==> src/rtl/asu_ddr5_cfg_regfile.sv <==
`default_nettype none
// ============================================================================
// Module      : asu_ddr5_cfg_regfile
// Description : DDR5 PHY config register file. Host writes land in shadow
//               words; a commit copies shadow to active once the PHY is idle.
//               Optional read parity: define ASU_DDR5_REGFILE_PARITY_EN.
// Revision    : 1.0 - initial release
// ============================================================================
module asu_ddr5_cfg_regfile #(
    parameter int unsigned pDATA_WIDTH = 8,
    parameter int unsigned pADDR_WIDTH = 2,
    parameter logic        pCRC_MODE   = 1'b1,
    parameter logic [1:0]  pFREQ_RATIO = 2'b00
) (
    input  logic                   clk_i,
    input  logic                   rst_i,
    input  logic                   wr_en_i,
    input  logic [pADDR_WIDTH-1:0] wr_addr_i,
    input  logic [pDATA_WIDTH-1:0] wr_data_i,
    input  logic                   rd_en_i,
    input  logic [pADDR_WIDTH-1:0] rd_addr_i,
    output logic [pDATA_WIDTH-1:0] rd_data_o,
    output logic                   rd_valid_o,
    output logic                   rd_parity_err_o,
    output logic                   wr_err_o,
    input  logic                   commit_i,
    input  logic                   phy_idle_i,
    output logic                   commit_pending_o,
    output logic                   commit_done_o,
    output logic                   phy_CRC_mode_o,
    output logic [1:0]             dfi_freq_ratio_o
);

    localparam int unsigned            c_NUM_WORDS  = 2 ** pADDR_WIDTH;
    localparam logic [pADDR_WIDTH-1:0] c_ADDR_CRC   = '0;
    localparam logic [pADDR_WIDTH-1:0] c_ADDR_RATIO = pADDR_WIDTH'(1);

    typedef enum logic [1:0] {
        ST_IDLE = 2'd0,
        ST_PEND = 2'd1,
        ST_COPY = 2'd2
    } state_t;

    function automatic logic [pDATA_WIDTH-1:0] f_reset_word(input int unsigned idx);
        logic [pDATA_WIDTH-1:0] word;
        word = '0;
        if (idx == 0) begin
            word[0] = pCRC_MODE;
        end else if (idx == 1) begin
            word[1:0] = pFREQ_RATIO;
        end
        return word;
    endfunction

    logic [pDATA_WIDTH-1:0] r_shadow [c_NUM_WORDS];
    logic [pDATA_WIDTH-1:0] r_rd_data;
    logic                   r_rd_valid;
    logic                   r_wr_err;
    state_t                 r_state;
    logic                   r_pending;
    logic                   r_done;
    logic                   r_active_crc;
    logic [1:0]             r_active_ratio;
    logic                   w_wr_reject;
    logic                   w_wr_accept;

    // The reserved ratio encoding 2'b11 must never reach the DFI converter.
    assign w_wr_reject = wr_en_i && (wr_addr_i == c_ADDR_RATIO) && (wr_data_i[1:0] == 2'b11);
    assign w_wr_accept = wr_en_i && !w_wr_reject;

    // Shadow storage and read port; the read samples the pre-write contents.
    always_ff @(posedge clk_i) begin
        if (rst_i) begin
            for (int i = 0; i < c_NUM_WORDS; i++) begin
                r_shadow[i] <= f_reset_word(i);
            end
            r_rd_data  <= '0;
            r_rd_valid <= 1'b0;
            r_wr_err   <= 1'b0;
        end else begin
            if (w_wr_accept) begin
                r_shadow[wr_addr_i] <= wr_data_i;
            end
            if (rd_en_i) begin
                r_rd_data <= r_shadow[rd_addr_i];
            end
            r_rd_valid <= rd_en_i;
            r_wr_err   <= w_wr_reject;
        end
    end

    // Commit FSM. Only the active bits that feed the PHY are held, since the
    // remaining active bits have no consumer.
    always_ff @(posedge clk_i) begin
        if (rst_i) begin
            r_state        <= ST_IDLE;
            r_pending      <= 1'b0;
            r_done         <= 1'b0;
            r_active_crc   <= pCRC_MODE;
            r_active_ratio <= pFREQ_RATIO;
        end else begin
            r_done <= 1'b0;
            case (r_state)
                ST_IDLE: begin
                    if (commit_i) begin
                        if (phy_idle_i) begin
                            r_state <= ST_COPY;
                        end else begin
                            r_state   <= ST_PEND;
                            r_pending <= 1'b1;
                        end
                    end
                end
                ST_PEND: begin
                    if (phy_idle_i) begin
                        r_state   <= ST_COPY;
                        r_pending <= 1'b0;
                    end
                end
                ST_COPY: begin
                    r_active_crc   <= r_shadow[c_ADDR_CRC][0];
                    r_active_ratio <= r_shadow[c_ADDR_RATIO][1:0];
                    r_done         <= 1'b1;
                    r_state        <= ST_IDLE;
                end
                default: begin
                    r_state   <= ST_IDLE;
                    r_pending <= 1'b0;
                end
            endcase
        end
    end

`ifdef ASU_DDR5_REGFILE_PARITY_EN
    logic r_parity [c_NUM_WORDS];
    logic r_rd_parity_err;

    // Even parity stored per shadow word and re-checked on every read.
    always_ff @(posedge clk_i) begin
        if (rst_i) begin
            for (int i = 0; i < c_NUM_WORDS; i++) begin
                r_parity[i] <= ^f_reset_word(i);
            end
            r_rd_parity_err <= 1'b0;
        end else begin
            if (w_wr_accept) begin
                r_parity[wr_addr_i] <= ^wr_data_i;
            end
            r_rd_parity_err <= rd_en_i && ((^r_shadow[rd_addr_i]) != r_parity[rd_addr_i]);
        end
    end

    assign rd_parity_err_o = r_rd_parity_err;
`else
    assign rd_parity_err_o = 1'b0;
`endif

    assign rd_data_o        = r_rd_data;
    assign rd_valid_o       = r_rd_valid;
    assign wr_err_o         = r_wr_err;
    assign commit_pending_o = r_pending;
    assign commit_done_o    = r_done;
    assign phy_CRC_mode_o   = r_active_crc;
    assign dfi_freq_ratio_o = r_active_ratio;

endmodule
`default_nettype wire

==> config.mk <==
export PLATFORM = sky130hd
export DESIGN_NAME = asu_ddr5_cfg_regfile
export DESIGN_NICKNAME = d
export VERILOG_FILES = /design/src/rtl/asu_ddr5_cfg_regfile.sv
export SDC_FILE = /design/constraint.sdc
export NUM_CORES = 1
export LEC_CHECK = 0
export ABC_AREA = 1
export CAP_MARGIN = 30
export CORE_AREA = 8 8 99 74
export DETAILED_ROUTE_END_ITERATION = 8
export DIE_AREA = 0 0 107 82
export PLACE_DENSITY = 0.71
export SYNTH_ARGS = -nofsm -noshare
export SYNTH_HDL_FRONTEND = slang
export SYNTH_SLANG_ARGS = --single-unit
==> constraint.sdc <==
create_clock -name clk_i -period 2.3 [get_ports clk_i]
set_clock_uncertainty 0.05 [all_clocks]
set_input_delay 0.46 -clock clk_i [delete_from_list [all_inputs] [get_ports clk_i]]
set_output_delay 0.46 -clock clk_i [all_outputs]
set_load 0.03 [all_outputs]
==> results of run 1 <==
path summary, 6_finish.rpt:
check	startpoint	to	slack (ns)	cells past startpoint
min reg2reg	commit_pending_o	commit_pending_o	0.44	2
max reg2reg	r_state[1]	phy_CRC_mode_o	1.20	5
max	rst_i	r_shadow[0][3]	0.44	4
min	commit_pending_o	commit_pending_o	0.44	2
cell usage after synthesis:
cell | count | area share (%)
nand4_1 | 1 | 0.28
edfxtp_1 | 32 | 43
buf_6 | 2 | 1.0
nand4_4 | 1 | 0.94
o21ai_0 | 3 | 0.67
inv_2 | 3 | 0.50
nand3_1 | 29 | 6.4
clkbuf_1 | 1 | 0.17
nand2_2 | 1 | 0.28
clkinv_2 | 1 | 0.22
or2_1 | 1 | 0.28
nor2_4 | 2 | 1.0
nor2_1 | 51 | 8.5
buf_2 | 4 | 0.89
o211ai_1 | 2 | 0.67
nand2_1 | 46 | 7.7
buf_4 | 2 | 0.67
conb_1 | 1 | 0.17
nand4_2 | 1 | 0.55
a21oi_1 | 4 | 0.89
o31ai_1 | 1 | 0.33
nand3_4 | 1 | 0.78
dfxtp_1 | 17 | 15
inv_1 | 57 | 9.5
per-layer routing:
metal | GRT usage [%] | vias up | share of wire (%)
li1 | - | 879 | -
met1 | 14.3 | 785 | 48
met2 | 18.8 | 39 | 44
met3 | 3.84 | 6 | 6.2
met4 | 3.78 | 0 | 0.97
met5 | 0 | - | 0
logic make-up (layout without fill, tap and decap cells):
group | Yosys count | in the layout
AO/OA/AOI/OAI | 10 | 10
buffers and inverters | 70 | 107
flip-flops | 49 | 49
other | 1 | 1
AND/OR/NAND/NOR | 134 | 134
metrics by stage:
| step | power (W) | instance area, µm² | setup WS (ns) | hold slack (ns) |
|---|---|---|---|---|
| after global routing | 0.00191 | 2750 | 0.347 | 0.454 |
| after floorplan | 0.00121 | 2260 | 0.605 | 0.422 |
| after detailed placement | 0.00131 | 2660 | 0.107 | 0.433 |
| after global placement | 0.00131 | 2660 | 0.170 | 0.404 |
| final | 0.00182 | 2750 | 0.438 | 0.438 |
| after CTS | 0.00184 | 2750 | 0.430 | 0.446 |
tightest hold or removal path, cell delays in order, from the launching register on:
cell	delay (ns)
dfxtp_1	0.33
nand2_1	0.06
a21oi_1	0.05
area by class of cell:
| type | count | area [µm²] | share of cell area (%) |
|---|---|---|---|
| Multi-Input combinational cell | 145 | 663 | 24.1 |
| Timing Repair Buffer | 38 | 365 | 13.3 |
| Inverter | 61 | 230 | 8.37 |
| Clock inverter | 3 | 23.8 | 0.864 |
| Clock buffer | 5 | 68.8 | 2.50 |
| Tap cell | 78 | 97.6 | 3.55 |
| Sequential cell | 49 | 1300 | 47.3 |
report_power, final:
part / total (W) / internal (W) / leakage (nW) / switching [W]
clock: 0.000533 / 0.000221 / 0.0491 / 0.000312
combinational: 0.000271 / 0.000105 / 0.791 / 0.000166
sequential: 0.00102 / 0.000999 / 0.451 / 0.0000214
state kept, by name, summed over array words and instances, names as in the netlist:
name / cells
commit_done_o: 1
commit_pending_o: 1
dfi_freq_ratio_o: 2
phy_CRC_mode_o: 1
r_shadow: 32
r_state: 2
rd_data_o: 8
rd_valid_o: 1
wr_err_o: 1
==> results.yml, run 1 <==
outcome:
  status: "finished clean"
floorplan:
  fp.dieW_um: 107
  core_um2: 5920
  fp.dieArea_um2: 8770
  start_util_pct: 38.1
  row_count: 24
  io_pins: 34
  dieHeight_um: 82
layout:
  n_antenna_cell: 0
  syn_to_final_growth_pct: 21.9
  finish.utilization_pct: 46.5
  instances_no_fill: 379
  fillers: 575
  layout_commonest_cell: "inv_1"
  mostFrequentLayoutCells: "inv_1 (57), nor2_1 (51), nand2_1 (46), clkdlybuf4s50_1 (32), edfxtp_1 (32)"
  final_nets: 318
  drive_above_1_share_pct: 7.97
clock_network:
  path_clk_slew_ns: 0.11
  cts.sinks: 49
  ctsHoldBuffers: 0
  cts_setup_buffers: 0
  ctsResizeCount: 0
  cts_tree: "built"
  numCtsBuffers: 5
  clock_path_buffers: 2
  root_buffer: "clkbuf_8"
  cts_htree_levels: 2
  clock_latency_ns: 0.31
global_routing:
  grt_pass1_wl_um: 7850
  grt_max_degree: 18
  antenna_found_initial: 0
  grt_pass1_vias: 1711
  grt_overflow_total: 0
  track_usage_pct: 11.5
timing:
  slew_viol_final: 0
  period_share_pct: 80.9
  grt_setup_unrepaired: "false"
  hold_violations: 0
  fmaxAchievable_ghz: 0.537
  setup_viol: 0
  finalSetupTns_ns: 0
  final.min_clock_period_ns: 1.86
setup_path:
  slowest_stage: "clkdlybuf4s50_1"
  crit_arrival_ns: 1.81
  crit_fanout: 9
  critPathLaunchType: "input pin"
  path_cells: "clkdlybuf4s50_1, clkinv_2, nand4_4, nand2_1"
  end_kind: "flip-flop"
  path_class: "input pin to flip-flop"
  cpPeakStageDelay_ns: 0.67
  cp_data_required_time_ns: 2.25
  crit_family: "buffers and inverters"
  cp_num_buf_inv: 2
route:
  dr.first_iter.drc_count: 90
  vias: 1709
  ant_nets: 0
  wl_per_cell_um: 12.5
  drtPass1Iterations: 4
  viasPerCell: 4.51
  routed_wl_um: 4720
  drc_errors: 0
yosys:
  ys_warn_count: 0
  synth_seq_cells: 49
  ys_seq_area_share_pct: 57.7
  synth_xor_area_share_pct: 0
  synth_top_family_by_area: "simple AND/OR/NAND/NOR gates"
  syn_inst: 264
  synth_area_per_cell_um2: 8.55
  syn-num-nets: 282
  synth_area_um2: 2260
  synth_cell_types: 24
  synth_compound_area_share_pct: 2.55
  synth-simple-area-share_pct: 26.7
  synth_fa_ha_area_share_pct: 0
  synthMuxAreaShare_pct: 0
placement:
  dp_hpwl_um: 3530
  dp_cells: 371
  place.gp.congestion: 0.786
  portBuffers: 32
pwr:
  pwr_density_cell_nw_per_um2: 663
  ir_drop_uv: 224
  p_leak_nw: 1.29
flow_run:
  maxCapViolCount: 0
hold_path:
  hp-class: "flip-flop to flip-flop"
Note: power is estimated with default switching activity, not from simulation.
==> run 2: changes to the inputs <==
Clock period 2.3 ns to 1.9 ns, I/O delays scaled along.
==> results.yml, run 2 (synthesized netlist as in run 1, its figures left out) <==
outcome:
  status: "finished clean"
setup_path:
  path_class: "flip-flop to output pin"
  path_cells: "clkdlybuf4s50_1"
  crit_family: "buffers and inverters"
  slowest_stage: "clkdlybuf4s50_1"
  end_kind: "output pin"
  crit_arrival_ns: 1.33
  cp_data_required_time_ns: 1.47
  crit_fanout: 2
  cpPeakStageDelay_ns: 0.68
  critPathLaunchType: "flip-flop"
  cp_num_buf_inv: 1
pwr:
  clock_power_share_pct: 27.5
  ir_drop_uv: 294
  p_comb_share_pct: 15.9
  pwr_density_cell_nw_per_um2: 774
  p_int_w: 0.00161
  p_leak_nw: 1.34
  switching_share_pct: 26.3
  p_switching_w: 0.000577
  seqPwrFrac_pct: 56.5
global_routing:
  antenna_found_initial: 0
  grtUsageMet3_pct: 4.15
  grt_pass1_wl_um: 7890
  grt_overflow_total: 0
  met2_usage_pct: 18.0
  grt_pass1_vias: 1640
  met1_usage_pct: 14.8
  grt_max_degree: 18
  track_usage_pct: 11.6
  top_usage_layer: "met2"
placement:
  dp_cells: 379
  place.gp.congestion: 0.798
  post_dp_cell_area_um2: 2740
  dp_hpwl_um: 3850
  portBuffers: 32
route:
  viasPerCell: 4.46
  wl_per_cell_um: 12.6
  routed_wl_um: 4860
  drtPass1Iterations: 4
  vias: 1726
  ant_nets: 0
  dr.first_iter.drc_count: 108
  drc_errors: 0
clock_network:
  cts_htree_levels: 2
  ctsHoldBuffers: 0
  ctsResizeCount: 0
  cts_setup_buffers: 0
  path_clk_slew_ns: 0.09
  clock_path_buffers: 2
  clock_latency_ns: 0.30
  cts.sinks: 49
  root_buffer: "clkbuf_8"
  numCtsBuffers: 5
  cts_tree: "built"
layout:
  mostFrequentLayoutCells: "inv_1 (57), nor2_1 (51), nand2_1 (46), clkdlybuf4s50_1 (32), edfxtp_1 (32)"
  seq_area_um2: 1300
  syn_to_final_growth_pct: 25.6
  largest_reg_flops: 32
  drive_above_1_share_pct: 10.0
  instances_no_fill: 387
  fillers: 569
  final_nets: 326
  n_antenna_cell: 0
  fin_area_um2: 2830
  layout_commonest_cell: "inv_1"
  multi_input_area_um2: 663
  top_register: "r_shadow"
floorplan:
  fp.dieArea_um2: 8770
  row_count: 24
  core_um2: 5920
  start_util_pct: 38.1
  io_pins: 34
  fp.dieW_um: 107
  dieHeight_um: 82
timing:
  slew_viol_final: 0
  setup_viol: 0
  period_share_pct: 92.9
  final.min_clock_period_ns: 1.76
  grt_setup_unrepaired: "false"
  fmaxAchievable_ghz: 0.567
  hold_violations: 0
hold_path:
  hp-class: "flip-flop to flip-flop"
flow_run:
  maxCapViolCount: 0
[run 2: power by group through the flow]
stage / clock [W] / combinational [W] / sequential [W]
6_report: 0.000604 / 0.000349 / 0.00124
2_1_floorplan: 0 / 0.000164 / 0.00130
4_1_cts: 0.000623 / 0.000351 / 0.00124
3_3_place_gp: 0 / 0.000344 / 0.00126
3_5_place_dp: 0 / 0.000350 / 0.00126
5_1_grt: 0.000664 / 0.000385 / 0.00125
[run 2: worst paths after layout]
check                    from                to  slack [ns]  cells after the start
min          commit_pending_o  commit_pending_o        0.41                      2
min reg2reg  commit_pending_o  commit_pending_o        0.41                      2
max            phy_CRC_mode_o    phy_CRC_mode_o        0.14                      1
max reg2reg        r_state[1]    phy_CRC_mode_o        0.75                      5
[run 2: stage by stage]
step / setup WS (ns) / hold WS, ns / setup TNS (ns) / util [%] / total power [W]
2_1_floorplan: 0.285 / 0.422 / 0 / - / 0.00146
3_3_place_gp: -0.0656 / 0.401 / -1.31 / 46.4 / 0.00161
3_5_place_dp: -0.102 / 0.407 / -2.51 / 46.4 / 0.00161
4_1_cts: 0.117 / 0.419 / 0 / 47.9 / 0.00221
5_1_grt: 0.0902 / 0.450 / 0 / 47.9 / 0.00230
6_report: 0.135 / 0.412 / 0 / 47.9 / 0.00219
[run 2: layout make-up]
type                       instances  share of cell area [%]
sequential                        49                    45.9
tap                               78                    3.45
inverter                          61                    8.13
timing repair buffer              46                    15.9
clock inverter                     3                   0.751
multi-input combinational        145                    23.4
clock buffer                       5                    2.43
[run 2: tightest hold or removal path, cell delays in order (launching register included)]
cell     delay (ns)
dfxtp_1        0.32
nand2_1        0.06
a21oi_1        0.05
[run 2: routing by layer]
metal	wire, µm	share of wire [%]	vias up
li1	-	-	893
met2	2120	44	48
met3	358	7.4	6
met1	2320	48	779
met4	57	1.2	0
met5	0	0	-
==> run 3: changes to the inputs <==
Settings changed: CORE_AREA 8 8 99 74 to 2 2 79 81, DIE_AREA 0 0 107 82 to 0 0 81 83, PLACE_DENSITY 0.71 to 0.7.
==> results.yml, run 3 (synthesized netlist as in run 1, its figures left out) <==
floorplan:
  fp.dieArea_um2: 6720
  start_util_pct: 38.8
  row_count: 28
  io_pins: 34
  core_um2: 5820
  dieHeight_um: 83
  fp.dieW_um: 81
clock_network:
  path_clk_slew_ns: 0.09
  clock_path_buffers: 2
  root_buffer: "clkbuf_8"
  cts_setup_buffers: 0
  cts.sinks: 49
  ctsHoldBuffers: 0
  ctsResizeCount: 0
  cts_htree_levels: 2
  clock_latency_ns: 0.30
  cts_tree: "built"
  numCtsBuffers: 5
timing:
  hold_violations: 0
  finalSetupTns_ns: 0
  holdWs_ns: 0.412
  slew_viol_final: 0
  setup_viol: 0
  grt_setup_unrepaired: "false"
  fin_ws_ns: 0.145
  final.min_clock_period_ns: 1.76
  period_share_pct: 92.4
  fmaxAchievable_ghz: 0.570
placement:
  dp_cells: 373
  portBuffers: 32
  dp_hpwl_um: 3440
  place.gp.congestion: 0.815
  place_ws_ns: 0.00161
global_routing:
  track_usage_pct: 14.4
  grt_max_degree: 18
  grt_pass1_wl_um: 7410
  grt_overflow_total: 0
  antenna_found_initial: 0
  grt_pass1_vias: 1637
setup_path:
  path_cells: "clkdlybuf4s50_1"
  end_kind: "output pin"
  crit_fanout: 2
  cpPeakStageDelay_ns: 0.67
  r2r_cells: 5
  critPathLaunchType: "flip-flop"
  r2r-end: "phy_CRC_mode_o"
  crit_arrival_ns: 1.33
  cp_num_buf_inv: 1
  crit_family: "buffers and inverters"
  path_class: "flip-flop to output pin"
  cp_data_required_time_ns: 1.47
  r2r-start: "r_state[1]"
  slowest_stage: "clkdlybuf4s50_1"
  reg2reg_setup_slack_ns: 0.86
route:
  drc_errors: 0
  drtPass1Iterations: 4
  routed_wl_um: 4460
  wl_per_cell_um: 11.7
  dr.first_iter.drc_count: 132
  vias: 1703
  ant_nets: 0
  viasPerCell: 4.47
layout:
  top_register: "r_shadow"
  layout_commonest_cell: "inv_1"
  mostFrequentLayoutCells: "inv_1 (57), nor2_1 (51), nand2_1 (46), clkdlybuf4s50_1 (32), edfxtp_1 (32)"
  final_nets: 323
  largest_reg_flops: 32
  n_antenna_cell: 0
  syn_to_final_growth_pct: 24.7
  drive_above_1_share_pct: 9.15
  instances_no_fill: 381
pwr:
  ir_drop_uv: 360
  switching_share_pct: 24.7
  p_leak_nw: 1.32
  seqPwrFrac_pct: 53.8
  pwr_density_cell_nw_per_um2: 818
  total_power_w: 0.00230
  clock_power_share_pct: 31.7
  p_switching_w: 0.000569
  p_comb_share_pct: 14.5
  p_int_w: 0.00173
flow_run:
  maxCapViolCount: 0
outcome:
  status: "finished clean"
hold_path:
  hold_path_end: "commit_pending_o"
  min_from: "commit_pending_o"
  min_path_cells: 2
  hp-class: "flip-flop to flip-flop"
-- run 3: layer usage --
metal,vias to the layer above,track usage [%],share of wire [%]
li1,888,-,-
met1,750,17.9,43
met2,57,24.0,49
met3,8,2.93,5.7
met4,0,5.86,2.1
met5,-,0,0
-- run 3: cell type report --
type	instances	area (µm²)
Multi-Input combinational cell	145	663
Tap cell	75	93.8
Timing Repair Buffer	43	415
Fill cell	589	3000
Clock inverter	3	41.3
Sequential cell	49	1300
Clock buffer	5	68.8
Inverter	61	230
-- run 3: through the flow --
step,utilization [%],instance area (µm²)
final,48.4,2810
after detailed placement,46.5,2700
after CTS,48.4,2810
after floorplan,-,2260
after global placement,46.5,2700
after global routing,48.4,2810
-- run 3: how the worst max path moves through the flow --
stage                     end  depth (start not counted)         start
2_1_floorplan  r_shadow[3][0]                          2  wr_addr_i[1]
3_3_place_gp   r_shadow[3][4]                          4  wr_addr_i[1]
3_5_place_dp   r_shadow[3][5]                          4  wr_addr_i[1]
4_1_cts          rd_data_o[1]                          1  rd_data_o[1]
5_1_grt          rd_data_o[4]                          1  rd_data_o[4]
6_report         rd_data_o[4]                          1  rd_data_o[4]
-- run 3: power by group through the flow --
stage,sequential (W),combinational (W),clock [W]
detailed placement,0.00126,0.000335,0
global placement,0.00126,0.000329,0
floorplan,0.00130,0.000164,0
finish,0.00124,0.000335,0.000729
CTS,0.00124,0.000337,0.000735
global route,0.00125,0.000371,0.000783
